[src/rtl/hazard_scoreboard_ctrl.sv]
// Decode-to-execute issue controller: RAW/WAW scoreboard, accelerator serialisation,
// mispredict flush sequencing and perf counters. Optional macro: HZ_WB_BYPASS_EN.
module hazard_scoreboard_ctrl #(
  parameter int NUM_REGS     = 8,
  parameter int REG_W        = 3,
  parameter int OP_W         = 5,
  parameter int FLUSH_CYCLES = 2,
  parameter int ACC_TIMEOUT  = 255,
  parameter int CNT_W        = 16
) (
  input  logic                clk,
  input  logic                rst,
  input  logic                id_valid,
  input  logic [OP_W-1:0]     id_opcode,
  input  logic [REG_W-1:0]    id_rd,
  input  logic [REG_W-1:0]    id_rs1,
  input  logic [REG_W-1:0]    id_rs2,
  input  logic                wb_valid,
  input  logic [REG_W-1:0]    wb_rd,
  input  logic                acc_done,
  input  logic                ex_br_valid,
  input  logic                ex_br_taken,
  input  logic                ex_br_pred_taken,
  output logic                issue,
  output logic                stall,
  output logic                flush,
  output logic [NUM_REGS-1:0] pending,
  output logic                acc_busy,
  output logic                acc_timeout,
  output logic [CNT_W-1:0]    stall_cnt,
  output logic [CNT_W-1:0]    mispredict_cnt
);

  localparam logic [OP_W-1:0] OP_NOP    = OP_W'(5'b00000);
  localparam logic [OP_W-1:0] OP_HALT   = OP_W'(5'b11111);
  localparam logic [OP_W-1:0] OP_BR0    = OP_W'(5'b01010);
  localparam logic [OP_W-1:0] OP_BR1    = OP_W'(5'b01011);
  localparam logic [OP_W-1:0] OP_BR2    = OP_W'(5'b01100);
  localparam logic [OP_W-1:0] OP_FFT    = OP_W'(5'b01101);
  localparam logic [OP_W-1:0] OP_CRYPTO = OP_W'(5'b01110);

  localparam int              WD_W      = $clog2(ACC_TIMEOUT + 1);
  localparam logic [WD_W-1:0] WD_MAX    = WD_W'(ACC_TIMEOUT);
  localparam logic [WD_W-1:0] WD_PRE    = WD_W'(ACC_TIMEOUT - 1);
  localparam logic [2:0]      FLUSH_INIT = 3'(FLUSH_CYCLES - 1);

  typedef enum logic [0:0] { RUN = 1'b0, FLUSH = 1'b1 } state_t;

  state_t          state, state_nxt;
  logic [2:0]      flush_cnt, flush_cnt_nxt;
  logic [WD_W-1:0] wd_cnt;
  logic            mispredict_evt;

  logic is_branch, is_idle_op, is_acc, reads, writes;
  logic rs1_busy, rs2_busy, rd_busy;
  logic raw, waw, struct_hz, hazard;

  assign is_branch  = (id_opcode == OP_BR0) || (id_opcode == OP_BR1) || (id_opcode == OP_BR2);
  assign is_idle_op = (id_opcode == OP_NOP) || (id_opcode == OP_HALT);
  assign is_acc     = (id_opcode == OP_FFT) || (id_opcode == OP_CRYPTO);
  assign reads      = ~is_idle_op;
  assign writes     = ~is_idle_op & ~is_branch;

`ifdef HZ_WB_BYPASS_EN
  // A retiring writeback releases its dependents in the same cycle.
  assign rs1_busy = pending[id_rs1] & ~(wb_valid & (wb_rd == id_rs1));
  assign rs2_busy = pending[id_rs2] & ~(wb_valid & (wb_rd == id_rs2));
  assign rd_busy  = pending[id_rd]  & ~(wb_valid & (wb_rd == id_rd));
`else
  assign rs1_busy = pending[id_rs1];
  assign rs2_busy = pending[id_rs2];
  assign rd_busy  = pending[id_rd];
`endif

  assign raw       = reads & (rs1_busy | rs2_busy);
  assign waw       = writes & rd_busy;
  assign struct_hz = is_acc & acc_busy;
  assign hazard    = id_valid & (raw | waw | struct_hz);

  always_ff @(posedge clk) begin
    if (rst) begin
      state     <= RUN;
      flush_cnt <= '0;
    end else begin
      state     <= state_nxt;
      flush_cnt <= flush_cnt_nxt;
    end
  end

  always_comb begin
    state_nxt      = state;
    flush_cnt_nxt  = flush_cnt;
    issue          = 1'b0;
    stall          = 1'b0;
    flush          = 1'b0;
    mispredict_evt = 1'b0;
    case (state)
      RUN: begin
        mispredict_evt = ex_br_valid & (ex_br_taken != ex_br_pred_taken);
        if (mispredict_evt) begin
          state_nxt     = FLUSH;
          flush_cnt_nxt = FLUSH_INIT;
        end else begin
          issue = id_valid & ~hazard;
        end
        stall = hazard & ~mispredict_evt;
      end
      FLUSH: begin
        flush = 1'b1;
        if (flush_cnt == 3'd0) state_nxt = RUN;
        else                   flush_cnt_nxt = flush_cnt - 3'd1;
      end
      default: state_nxt = RUN;
    endcase
  end

  // Clear before set so a same-index writeback and issue leaves the bit set.
  always_ff @(posedge clk) begin
    if (rst) begin
      pending <= '0;
    end else begin
      for (int i = 0; i < NUM_REGS; i++) begin
        if (issue && writes && (id_rd == REG_W'(i)))
          pending[i] <= 1'b1;
        else if (wb_valid && (wb_rd == REG_W'(i)))
          pending[i] <= 1'b0;
      end
    end
  end

  always_ff @(posedge clk) begin
    if (rst) begin
      acc_busy    <= 1'b0;
      wd_cnt      <= '0;
      acc_timeout <= 1'b0;
    end else begin
      if (issue && is_acc) acc_busy <= 1'b1;
      else if (acc_done)   acc_busy <= 1'b0;

      if (!acc_busy)            wd_cnt <= '0;
      else if (wd_cnt != WD_MAX) wd_cnt <= wd_cnt + 1'b1;

      if (acc_busy && (wd_cnt == WD_PRE)) acc_timeout <= 1'b1;
    end
  end

  always_ff @(posedge clk) begin
    if (rst) begin
      stall_cnt      <= '0;
      mispredict_cnt <= '0;
    end else begin
      if (stall && (stall_cnt != '1))               stall_cnt      <= stall_cnt + 1'b1;
      if (mispredict_evt && (mispredict_cnt != '1)) mispredict_cnt <= mispredict_cnt + 1'b1;
    end
  end

endmodule

[config.mk]
export PLATFORM = sky130hd
export DESIGN_NAME = hazard_scoreboard_ctrl
export DESIGN_NICKNAME = d
export VERILOG_FILES = /design/src/rtl/hazard_scoreboard_ctrl.sv
export SDC_FILE = /design/constraint.sdc
export NUM_CORES = 1
export LEC_CHECK = 0
export ABC_AREA = 1
export BUFFER_PORTS_ARGS = -buffer_cell sky130_fd_sc_hd__buf_2
export CORE_ASPECT_RATIO = 2
export CORE_UTILIZATION = 38
export DETAILED_ROUTE_END_ITERATION = 8
export REMOVE_ABC_BUFFERS = 1
export SYNTH_ARGS = -nofsm -noshare
export SYNTH_HDL_FRONTEND = slang
export SYNTH_SLANG_ARGS = --single-unit
export TNS_END_PERCENT = 50
[constraint.sdc]
create_clock -name clk -period 2.7 [get_ports clk]
set_clock_uncertainty 0.05 [all_clocks]
set_input_delay 0.135 -clock clk [delete_from_list [all_inputs] [get_ports clk]]
set_output_delay 0.135 -clock clk [all_outputs]
set_load 0.02 [all_outputs]
==> results.py <==
metrics = {
    "yosys": {
        "yosysSeqAreaShare_pct": 33.09,
        "synth_top_area_share_pct": 33.09,
        "yosys_most_used_dff": "dfxtp_1",
        "synth_largest_area_cell": "dfxtp_1",
        "synth_area_mm2": 0.003267,
        "async_reset_ff_share_pct": 0,
        "synthesis.yosys.warnings": 0,
        "synthDistinctLibCells": 35,
        "synthCells": 494,
        "synth_edf_count": 0,
        "syn_area_per_cell_um2": 6.613,
        "synthTopCellsByArea": "dfxtp_1, nand2_1, inv_1",
        "synth_seq_cells": 54,
    },
    "die": {
        "core-area_mm2": 0.008292,
        "io_pins": 70,
        "dieArea_mm2": 0.008995,
        "rows": 47,
        "die_x_um": 67.57,
        "initial_core_util_pct": 39.40,
        "fp.dieH_um": 133.1,
    },
    "setup_path": {
        "reg2reg_depth": 8,
        "cp.arrival_ns": 2.02,
        "crit_path_frequent_cell": "nand2_1",
        "crit_family": "simple AND/OR/NAND/NOR gates",
        "critical-path-max-stage-delay_ns": 0.40,
        "r2r_end": "stall_cnt[1]",
        "cp_num_buf_inv": 2,
        "required_ns": 2.52,
        "cp_max_fo": 17,
        "path_cells": "inv_1 > nand2_1 > nand3_1 > nand3_1 > nand2_1 > nand2_1 > nand2_1 > nand3_2 > nor2_1 > buf_2",
        "setup.worst_path.start_class": "register",
        "critPathCaptureType": "primary output",
        "cp_slowest_cell": "dfxtp_1",
        "r2r_start": "stall_cnt[0]",
        "critical_path_class": "reg2out",
        "r2r_slack_ns": 0.63,
    },
    "clocking": {
        "cts.sinks": 54,
        "cts_tree": "done",
        "cts_buffers": 5,
        "cts_htree_levels": 2,
        "clkTransAtPathRegs_ns": 0.07,
        "cts_root_buf": "clkbuf_16",
        "clockBufferDepth": 2,
        "clkLatencyLatePin_ns": 0.30,
    },
    "run": {
        "max_cap_violations": 0,
    },
    "pwr": {
        "irDropWorstVdd_mv": 0.4991,
        "finalPower_uw": 1712,
        "p_per_area_mw_per_mm2": 443.5,
        "p_leak_uw": 0.001704,
    },
    "drt": {
        "finalWirelength_mm": 9.015,
        "drtIter0Drc": 197,
        "wl_met3_um": 346,
        "ant_nets": 0,
        "drcViolationCount": 0,
        "vias_per_cell": 5.026,
        "met1_length_mm": 3.296,
        "dr_total_vias": 3332,
        "highest_layer": "met4",
        "wl_met2_mm": 5.108,
        "dr.pass1.iters": 4,
        "avgRoutedWirePerCell_um": 13.60,
    },
    "hold_path": {
        "holdPathStages": 3,
        "min_to": "pending[3]",
        "worstHoldStart": "wb_rd[2]",
        "hold_path.class": "in2reg",
    },
    "sta": {
        "slew-limit-headroom_pct": 62.18,
        "setup_violations": 0,
        "slew_viol_final": 0,
        "whs_ns": 0.1139,
        "tightest_slew_ns": 0.5666,
        "fin_setup_tns_ns": 0,
        "min_period_ns": 2.201,
        "rsz0062_at_grt": "no",
        "fmaxAchievable_ghz": 0.4544,
        "hold_viol_final": 0,
        "finalCritPeriodShare_pct": 81.51,
    },
    "placed_design": {
        "gp_congestion": 0.8626,
        "portBuffers": 69,
        "dp_hpwl_mm": 6.977,
        "place_area_mm2": 0.003696,
        "dpl.cell_count": 654,
    },
    "finish": {
        "fin_cells": 663,
        "antennaDiodeCount": 0,
        "drive_gt1_share_pct": 19.29,
        "syn_to_final_growth_pct": 18.19,
        "postLayoutCellArea_mm2": 0.003861,
        "nets": 595,
    },
    "run_status": {
        "outcome": "finished clean",
    },
    "grt": {
        "grt_pass1_vias": 3235,
        "grt_pass1_wl_mm": 14.68,
        "antenna_found_initial": 0,
        "grt_max_degree": 32,
        "grt-ovfl-total": 0,
        "track_usage_pct": 21.32,
    },
}
power breakdown:
| part | internal, uW | switching (uW) |
|---|---|---|
| logic | 64.9 | 143 |
| registers | 807 | 11.8 |
| clock network | 373 | 313 |
| total | 1240 | 467 |
state kept, by name, summed over array words and instances, names as in the netlist:
signal and cells:
wd_cnt 8, state 1, pending 8, acc_timeout 1
stall_cnt 16, flush_cnt 3, acc_busy 1, mispredict_cnt 16
layout by cell type, fill, tap and decap left out, types with 2 or more instances in the layout:
| cell type | synthesis | layout |
|---|---|---|
| a21oi_1 | 29 | 29 |
| a21oi_2 | 8 | 8 |
| a31oi_1 | 2 | 2 |
| buf_2 | 0 | 69 |
| buf_4 | 1 | 2 |
| clkbuf_16 | 0 | 5 |
| dfxtp_1 | 54 | 54 |
| ha_1 | 6 | 6 |
| inv_1 | 68 | 68 |
| inv_2 | 2 | 2 |
| nand2_1 | 118 | 118 |
| nand2_2 | 10 | 10 |
| nand3_1 | 27 | 27 |
| nand3_2 | 2 | 2 |
| nand4_1 | 27 | 27 |
| nor2_1 | 64 | 64 |
| nor3_1 | 10 | 10 |
| nor3b_1 | 2 | 2 |
| nor4_1 | 3 | 3 |
| o21a_1 | 3 | 3 |
| o21ai_0 | 19 | 19 |
| or2_2 | 2 | 2 |
| xnor2_1 | 9 | 9 |
| xor2_1 | 10 | 10 |
worst reg2reg max path, stage by stage, from the launching register on:
cell	delay, ns
dfxtp_1	0.41
ha_1	0.25
nand2_2	0.10
nor3b_4	0.36
nand4_4	0.29
nand3_4	0.32
nand2_1	0.09
nand2_1	0.06
nor2_1	0.05
through the flow:
| stage | worst slack [ns] | util [%] |
|---|---|---|
| 6_report | 0.4992 | 46.57 |
| 5_1_grt | 0.1840 | 46.57 |
| 4_1_cts | 0.5376 | 46.57 |
| 3_5_place_dp | 0.6549 | 44.58 |
| 3_3_place_gp | 0.7310 | 44.58 |
| 2_1_floorplan | 0.7399 | - |
what timing repair did:
action / in CTS / in global routing
endpoints found under the hold margin: 1 / 0
resized for setup: 0 / 0
hold buffers: 1 / 0
setup buffers: 0 / 0
cell type report:
class                           instances  area (um2)
Fill cell                             876        4431
Clock inverter                          2       16.27
Tap cell                               98       122.6
Clock buffer                            6       138.9
Timing Repair Buffer                   72       370.4
Multi-Input combinational cell        361        1869
Sequential cell                        54        1081
Inverter                               70       262.8
cells in the mapped netlist, drive strengths merged (2+ instances only):
library cell	count
ha	6
xnor2	9
nor3	11
xor2	10
nand3	30
a21oi	37
o21ai	19
o21a	3
nand4	28
nor3b	3
nor4	3
clkbuf	6
nor2	66
buf	3
a31oi	2
nand2	128
or2	2
dfxtp	54
inv	70
how the worst max path moves through the flow:
stage / start / slack (ns) / endpoint / depth (start not counted)
final: pending[3] / 0.50 / issue / 10
after global routing: pending[5] / 0.18 / issue / 10
after CTS: pending[5] / 0.54 / issue / 10
after detailed placement: stall_cnt[0] / 0.65 / stall_cnt[1] / 8
after global placement: stall_cnt[0] / 0.73 / stall_cnt[1] / 8
after floorplan: stall_cnt[0] / 0.74 / stall_cnt[0] / 8
logic make-up (layout without fill, tap and decap cells):
kind of cell / after synthesis / in the layout / synth area share [%]
simple gates: 273 / 273 / 38.72
buf+inv: 79 / 150 / 9.690
compound gates: 63 / 63 / 11.11
flops: 54 / 54 / 33.09
xor+xnor: 19 / 19 / 5.094
fa+ha+maj: 6 / 6 / 2.298
metal layers:
| layer | vias to the layer above | track usage (%) |
|---|---|---|
| li1 | 1734 | - |
| met3 | 18 | 3.767 |
| met4 | 0 | 10.52 |
| met2 | 76 | 39.82 |
| met1 | 1504 | 21.01 |
| met5 | - | 0 |
(Power assumes the default switching activity.)
